==> config.mk <==
export PLATFORM = sky130hd
export DESIGN_NAME = bus_split_arbiter
export DESIGN_NICKNAME = d
export VERILOG_FILES = /design/src/rtl/bus_split_arbiter.sv
export SDC_FILE = /design/constraint.sdc
export NUM_CORES = 1
export LEC_CHECK = 0
export ABC_CLOCK_PERIOD_IN_PS = 2800
export CELL_PAD_IN_SITES_DETAIL_PLACEMENT = 0
export CELL_PAD_IN_SITES_GLOBAL_PLACEMENT = 2
export CORE_MARGIN = 2
export CORE_UTILIZATION = 28
export CTS_CLUSTER_DIAMETER = 100
export DETAILED_ROUTE_END_ITERATION = 10
export HOLD_SLACK_MARGIN = 0.03
export PLACE_DENSITY = 0.78
export SLEW_MARGIN = 30
export SYNTH_ARGS = -nofsm -noshare
export SYNTH_HDL_FRONTEND = slang
export SYNTH_SLANG_ARGS = --single-unit
==> constraint.sdc <==
create_clock -name clk -period 2.8 [get_ports clk]
set_input_delay 0.42 -clock clk [delete_from_list [all_inputs] [get_ports clk]]
set_output_delay 0.42 -clock clk [all_outputs]
set_load 0.005 [all_outputs]
==> src/rtl/bus_split_arbiter.sv <==
`default_nettype none
// ============================================================================
// Module      : bus_split_arbiter
// Description : Bus A arbiter for NUM_INIT initiators. It supports a single
//               outstanding split transaction. When the addressed target
//               answers a granted transfer with split_ack, the bus is
//               released. The split initiator is then blocked until the
//               split target raises split_req. At that point the bus is
//               re-granted to the split initiator, with a one-cycle
//               split_grant pulse, so the read data can be returned.
//
// Parameters  : NUM_INIT       - number of initiators (2..8)
//               RR_EN          - 1 = round robin, 0 = fixed priority (lowest
//                                index wins)
//               TIMEOUT_CYCLES - watchdog limit for a granted transfer
//
// Ports       : clk, rst_n     - rising-edge clock, async active-low reset
//               req            - per-initiator bus request (level)
//               ack            - transfer-complete pulse from the target
//               split_ack      - target accepted and split the request
//               split_req      - split target has response data ready
//               grant          - one-hot registered bus grant
//               split_grant    - one-cycle pulse, bus returned for the split
//               bus_busy       - bus owned (state != ARB_IDLE)
//               split_pending  - a split is outstanding
//               split_owner    - initiator waiting on the split
//               split_overflow - sticky: split_ack while a split pending
//               timeout        - one-cycle pulse on watchdog release
//
// Optional    : define BUS_SPLIT_ARB_TIMEOUT_EN to build the watchdog.
//               Without it, timeout is tied low and no counter exists.
//
// Revision    : 1.0 - initial release
// ============================================================================
module bus_split_arbiter #(
    parameter int NUM_INIT       = 2,
    parameter int RR_EN          = 1,
    parameter int TIMEOUT_CYCLES = 256
) (
    input  logic                        clk,
    input  logic                        rst_n,
    input  logic [NUM_INIT-1:0]         req,
    input  logic                        ack,
    input  logic                        split_ack,
    input  logic                        split_req,
    output logic [NUM_INIT-1:0]         grant,
    output logic                        split_grant,
    output logic                        bus_busy,
    output logic                        split_pending,
    output logic [$clog2(NUM_INIT)-1:0] split_owner,
    output logic                        split_overflow,
    output logic                        timeout
);

    localparam int                  c_IDX_W = $clog2(NUM_INIT);
    localparam logic [NUM_INIT-1:0] c_ONE   = {{(NUM_INIT-1){1'b0}}, 1'b1};

    typedef enum logic [1:0] {
        ARB_IDLE   = 2'd0,
        ARB_BUSY   = 2'd1,
        ARB_RESUME = 2'd2
    } arb_state_t;

    arb_state_t          r_state, w_state_nxt;
    logic [NUM_INIT-1:0] r_grant, w_grant_nxt;
    logic                r_split_grant, w_split_grant_nxt;
    logic                r_pend, w_pend_nxt;
    logic [c_IDX_W-1:0]  r_owner, w_owner_nxt;
    logic                r_ovf, w_ovf_nxt;
    logic [c_IDX_W-1:0]  r_ptr, w_ptr_nxt;
    logic                w_timeout_nxt;
    logic                w_expired;

    // Candidate selection
    logic [NUM_INIT-1:0] w_owner_mask;
    logic [NUM_INIT-1:0] w_cand;
    logic                w_lo_found, w_hi_found, w_win_found;
    logic [c_IDX_W-1:0]  w_lo_idx, w_hi_idx, w_win_idx;

    // The initiator blocked on a split cannot win a fresh grant.
    assign w_owner_mask = r_pend ? (c_ONE << r_owner) : '0;
    assign w_cand       = req & ~w_owner_mask;

    // Descending scan: w_lo_* ends at the lowest candidate.
    // w_hi_* ends at the lowest candidate above the round-robin pointer.
    // When nothing lies above the pointer, the search wraps. The lowest
    // candidate overall is then the round-robin winner as well.
    always_comb begin
        w_lo_found = 1'b0;
        w_hi_found = 1'b0;
        w_lo_idx   = '0;
        w_hi_idx   = '0;
        for (int k = NUM_INIT - 1; k >= 0; k--) begin
            if (w_cand[k]) begin
                w_lo_found = 1'b1;
                w_lo_idx   = c_IDX_W'(k);
                if (k > int'(r_ptr)) begin
                    w_hi_found = 1'b1;
                    w_hi_idx   = c_IDX_W'(k);
                end
            end
        end
    end

    assign w_win_found = w_lo_found;
    assign w_win_idx   = ((RR_EN != 0) && w_hi_found) ? w_hi_idx : w_lo_idx;

`ifdef BUS_SPLIT_ARB_TIMEOUT_EN
    localparam int c_TMO_W = $clog2(TIMEOUT_CYCLES) + 1;

    logic [c_TMO_W-1:0] r_tmo_cnt;
    logic               r_timeout;

    // The count is held at zero in idle, so it restarts on every grant edge.
    always_ff @(posedge clk or negedge rst_n) begin
        if (!rst_n) begin
            r_tmo_cnt <= '0;
            r_timeout <= 1'b0;
        end else begin
            r_timeout <= w_timeout_nxt;
            if (r_state == ARB_IDLE) begin
                r_tmo_cnt <= '0;
            end else begin
                r_tmo_cnt <= r_tmo_cnt + c_TMO_W'(1);
            end
        end
    end

    assign w_expired = (r_tmo_cnt == c_TMO_W'(TIMEOUT_CYCLES - 1));
    assign timeout   = r_timeout;
`else
    logic w_unused_tmo;
    assign w_unused_tmo = (TIMEOUT_CYCLES != 0) ^ w_timeout_nxt;
    assign w_expired    = 1'b0;
    assign timeout      = 1'b0;
`endif

    always_ff @(posedge clk or negedge rst_n) begin
        if (!rst_n) begin
            r_state       <= ARB_IDLE;
            r_grant       <= '0;
            r_split_grant <= 1'b0;
            r_pend        <= 1'b0;
            r_owner       <= '0;
            r_ovf         <= 1'b0;
            r_ptr         <= c_IDX_W'(NUM_INIT - 1);
        end else begin
            r_state       <= w_state_nxt;
            r_grant       <= w_grant_nxt;
            r_split_grant <= w_split_grant_nxt;
            r_pend        <= w_pend_nxt;
            r_owner       <= w_owner_nxt;
            r_ovf         <= w_ovf_nxt;
            r_ptr         <= w_ptr_nxt;
        end
    end

    always_comb begin
        w_state_nxt       = r_state;
        w_grant_nxt       = r_grant;
        w_split_grant_nxt = 1'b0;
        w_pend_nxt        = r_pend;
        w_owner_nxt       = r_owner;
        w_ovf_nxt         = r_ovf;
        w_ptr_nxt         = r_ptr;
        w_timeout_nxt     = 1'b0;
        case (r_state)
            ARB_IDLE: begin
                // A ready split response outranks every new request.
                if (r_pend && split_req) begin
                    w_state_nxt       = ARB_RESUME;
                    w_grant_nxt       = c_ONE << r_owner;
                    w_split_grant_nxt = 1'b1;
                end else if (w_win_found) begin
                    w_state_nxt = ARB_BUSY;
                    w_grant_nxt = c_ONE << w_win_idx;
                    w_ptr_nxt   = w_win_idx;
                end
            end
            ARB_BUSY: begin
                // The pointer holds the current owner while busy.
                // An unmapped address pulses ack and split_ack together.
                // That case counts as a completed transfer.
                if (ack) begin
                    w_state_nxt = ARB_IDLE;
                    w_grant_nxt = '0;
                end else if (split_ack) begin
                    if (r_pend) begin
                        w_ovf_nxt = 1'b1;
                    end else begin
                        w_pend_nxt  = 1'b1;
                        w_owner_nxt = r_ptr;
                    end
                    w_state_nxt = ARB_IDLE;
                    w_grant_nxt = '0;
                end else if (w_expired) begin
                    w_timeout_nxt = 1'b1;
                    w_state_nxt   = ARB_IDLE;
                    w_grant_nxt   = '0;
                end else if (!req[r_ptr]) begin
                    w_state_nxt = ARB_IDLE;
                    w_grant_nxt = '0;
                end
            end
            ARB_RESUME: begin
                if (ack) begin
                    w_state_nxt = ARB_IDLE;
                    w_grant_nxt = '0;
                    w_pend_nxt  = 1'b0;
                end else if (w_expired) begin
                    w_timeout_nxt = 1'b1;
                    w_state_nxt   = ARB_IDLE;
                    w_grant_nxt   = '0;
                    w_pend_nxt    = 1'b0;
                end
            end
            default: begin
                w_state_nxt = ARB_IDLE;
                w_grant_nxt = '0;
            end
        endcase
    end

    assign grant          = r_grant;
    assign split_grant    = r_split_grant;
    assign bus_busy       = (r_state != ARB_IDLE);
    assign split_pending  = r_pend;
    assign split_owner    = r_owner;
    assign split_overflow = r_ovf;

endmodule
`default_nettype wire
Word-level counts from Yosys, hierarchy flattened --
Cells that the tools add are included.
Word-level totals: bits in registers 9, input port bits 7, output and inout bits 8
Operators by class: magnitude comparators 2, eq/ne operators 7, shift-type cells 2, multiplexer cells 25, bitwise operators 5, reduce and logical (&&, ||, !) cells 9
Operators with widths (count):
- 2-bit two-way mux | 9
- 1-bit two-way mux | 13
- 2-bit one-hot mux with 3 select lines | 2
- 4-bit AND reduction | 3
- 2-bit inequality test, second input constant | 3
- 3-bit AND reduction | 2
- 4-bit inequality test, second input constant | 1
- 2-bit nonzero test | 2
- 1-bit by 1-bit << shifter with 2-bit output, first input constant | 2
- 3-bit inequality test, second input constant | 1
- 1-bit inverter | 3
- 2-bit bitwise AND | 1
- 2-bit by 1-bit equality test with 1-bit output, second input constant | 1
- 2-bit equality test, second input constant | 1
- 2-bit zero test | 1
- 1-bit by 2-bit < comparator with 1-bit output, second input constant | 1
- 2-bit inverter | 1
- 1-bit one-hot mux with 2 select lines | 1
- 1-bit > comparator, first input constant | 1
- 1-bit logical AND | 1

Depth between registers and ports, before layout --
depth in word-level cells 11, gate-level depth with buffers 5, gate-level depth less buffers 5

Least setup slack after synthesis --
Ideal clock, no wire load.
kind register -> register, start register r_ptr, end register r_grant[0], in the netlist grant[0], arrival 1.353 ns, setup slack 1.321 ns, stages on the path, launching flop included 5, buffers on the path 0, path through dfstp_2 mux2i_1 o31a_1 o22ai_2 mux2_4
Between the ends: longest elaborated chain between the ends 8
RTL lines:
- from (decl) | RTL line 70 | logic [c_IDX_W-1:0] r_ptr, w_ptr_nxt;
- from (signal assigned) | RTL line 146 | r_ptr <= c_IDX_W'(NUM_INIT - 1);
- from (signal assigned) | RTL line 154 | r_ptr <= w_ptr_nxt;
- 1-bit > comparator | RTL line 97 | if (k > int'(r_ptr)) begin
- 1-bit two-way mux | RTL line 97
- 1-bit two-way mux | RTL line 94 | if (w_cand[k]) begin
- 1-bit two-way mux | RTL line 106 | assign w_win_idx = ((RR_EN != 0) && w_hi_found) ? w_hi_idx : w_lo_idx;
- 1-bit by 1-bit << shifter with 2-bit output | RTL line 176 | w_grant_nxt = c_ONE << w_win_idx;
- 2-bit two-way mux | RTL line 174 | end else if (w_win_found) begin
- 2-bit two-way mux | RTL line 170 | if (r_pend && split_req) begin
- 2-bit one-hot mux with 3 select lines | RTL line 167 | case (r_state)
- to (signal assigned) | RTL line 149 | r_grant <= w_grant_nxt;
- to (decl) | RTL line 65 | logic [NUM_INIT-1:0] r_grant, w_grant_nxt;
Several ways; a longest one is shown, not always the timed one. The select of a mux whose other input is x is not followed. A chain may end at the register's enable or synchronous reset.

Worst setup path after layout --
start register r_state[0], end output port bus_busy
Between the ends: longest elaborated chain between the ends 1
RTL lines:
- from (decl) | RTL line 64 | arb_state_t r_state, w_state_nxt;
- from (signal assigned) | RTL line 148 | r_state <= w_state_nxt;
- 2-bit nonzero test | RTL line 226 | assign bus_busy = (r_state != ARB_IDLE);
- to (decl) | RTL line 48 | output logic bus_busy,
Every way passes these cells.

==> flow_summary.ini <==
[run_status]
outcome = completed

[worst_setup_path]
path_max_fanout = 5
critPathKind = reg2out
cpLargestDelayFamily = buffers and inverters
worst_path_max_delay_cell = clkdlybuf4s50_1
crit_required_ps = 2380
worstPathCellList = nor2_1 -> inv_1 -> clkdlybuf4s50_1
path_buf_inv = 2
end_kind = primary output
cp.arrival_ps = 1590
reg2regPathDepth = 4
crit_cells = 3
cp-start-kind = register
slowest_delay_ps = 470

[cells_and_area]
final_common_cell = clkdlybuf4s50_1
nets = 75
drive_gt1_share_pct = 14.9
final_util_pct = 39.6
most-common-layout-cells = clkdlybuf4s50_1, dfrtp_1, nand2_1
syn_to_final_growth_pct = 35.2
antennaDiodeCount = 0
fin_cells = 92

[route]
drc = 0
viasPerCell = 4.73
postRouteAntennaNets = 0
vias = 435
dr.pass1.iters = 4
wl_um = 1140
drtIter0Drc = 10
wl_per_cell_um = 12.4

[synth]
synthesis.instances = 52
syn-mean-instance-area_um2 = 9.62
synth_nets = 59
seq_area_frac_synth_pct = 45.2
ys_warn_count = 0
synth_seq_cells = 9
synth_area_leaders = dfrtp_1, dfstp_2, nand2_1, a21oi_1, mux2i_1
synth_top_cell_area_share_pct = 40.0
ys_types = 29
synthesis.area_um2 = 500
yosysTopAreaCell = dfrtp_1

[clock_tree]
clkTransAtPathRegs_ps = 70
cts_resized = 0
ctsRootBufferMaster = clkbuf_4
hold_buffers = 0
clock_path_buffers = 2
cts.htree.levels = 1
cts_buffers = 3
cts_setup_buffers = 0
cts_tree = built
clk_latency_ps = 270
cts_sinks = 9

[power_and_ir_drop]
power.ir.vdd_worst_v = 0.000331
powerDensity_mw_per_mm2 = 1050
p_leak_nw = 0.294

[timing]
whs_ps = 454
finalSetupViolations = 0
hold_viol_final = 0
slew_viol_final = 0
period_share_pct = 71.8
fmax_mhz = 498
finalSetupTns_ps = 0
clock_skew_ps = 5.98
min_period_ps = 2010
grt_setup_unrepaired = no

[grt]
antenna_found_initial = 0
grt_max_degree = 13
overflow = 0
grt_use_met2_pct = 16.9
met1_usage_pct = 19.4
grt_util_all_layers_pct = 13.4
grt_pass1_wl_um = 1940
gr-usage-met3_pct = 6.27
grt_pass1_vias = 402
grt_most_used_layer = met1

[floorplanning]
ios = 15
die_w_um = 46.3
die_h_um = 46.3
dieArea_mm2 = 0.00214
coreArea_mm2 = 0.00171
initial_core_util_pct = 29.3
row_count = 15

[hold_path]
hp-class = in2async

[flow_run]
drv_cap = 0

[placed_design]
place.port_buffers = 13
gp_congestion = 0.776
dpl.hpwl_um = 823
dpl.cell_count = 88
## per-stage QoR
stage | worst slack [ps] | power, mW | cell area [um^2]
2_1_floorplan | 1320 | 0.460 | 500
3_3_place_gp | 769 | 0.613 | 649
3_5_place_dp | 779 | 0.610 | 649
4_1_cts | 780 | 0.721 | 677
5_1_grt | 677 | 0.782 | 677
6_report | 791 | 0.712 | 677
## synth_stat cells
| cell | number |
|---|---|
| mux2i_1 | 2 |
| a311oi_1 | 1 |
| mux2_4 | 1 |
| a22o_1 | 1 |
| nor3b_1 | 1 |
| a21boi_1 | 1 |
| a211oi_1 | 1 |
| nor2_1 | 5 |
| dfrtp_1 | 8 |
| nand2_1 | 6 |
| conb_1 | 1 |
| o22ai_2 | 1 |
| buf_4 | 1 |
| o21a_1 | 1 |
| inv_1 | 2 |
| nor2b_1 | 1 |
| mux2_2 | 1 |
| a21oi_1 | 4 |
| a21o_2 | 1 |
| buf_2 | 1 |
| or2b_2 | 1 |
| nor3_1 | 2 |
| or2b_1 | 1 |
| dfstp_2 | 1 |
| o21ai_0 | 2 |
| a21o_1 | 1 |
| o22ai_1 | 1 |
| o31a_1 | 1 |
| or3b_1 | 1 |
## where the power goes
| part | leakage, nW | total, mW | internal, mW | switching (mW) |
|---|---|---|---|---|
| Sequential | 0.108 | 0.262 | 0.194 | 0.0685 |
| Combinational | 0.168 | 0.342 | 0.206 | 0.136 |
| Clock | 0.0177 | 0.107 | 0.0529 | 0.0543 |
| Total | 0.294 | 0.712 | 0.453 | 0.259 |
## path summary, 6_finish.rpt
kind	startpoint	end	slack [ps]
setup / recovery	r_state[0]$_DFFE_PN0P_	bus_busy	790
hold / removal	rst_n	grant[1]$_DFFE_PN0P_	450
setup reg to reg	r_ptr$_DFFE_PN1P_	grant[0]$_DFFE_PN0P_	1200
min in group clk	split_overflow$_DFFE_PN0P_	split_overflow$_DFFE_PN0P_	460
hold reg to reg	split_overflow$_DFFE_PN0P_	split_overflow$_DFFE_PN0P_	460
max in group asynchronous	rst_n	r_ptr$_DFFE_PN1P_	2010
## area by class of cell
class / instances / area, um^2
inverters: 2 / 7.51
fillers: 187 / 1030
clock inverters: 1 / 5.00
flip-flops and latches: 9 / 226
well taps: 25 / 31.3
clock buffers: 3 / 22.5
multi-input cells: 39 / 254
repair buffers: 13 / 130
## per-layer routing
metal	share of wire, %	up-vias
met5	0	-
met4	0	0
met3	7.8	0
met2	42	17
met1	50	204
li1	-	214
## flip-flops by register name (all words and copies together), names as in the netlist
| name | count |
|---|---|
| grant | 2 |
| r_ptr | 1 |
| r_state | 2 |
| split_grant | 1 |
| split_overflow | 1 |
| split_owner | 1 |
| split_pending | 1 |
## kinds of logic after synthesis
group / Yosys count / synth area share (%)
simple gates: 18 / 18.0
compound gates: 16 / 22.8
flops: 9 / 45.3
mux: 4 / 9.25
buf+inv: 4 / 4.00
other cells: 1 / 0.749
No activity file was read; power rests on OpenSTA's default activity.
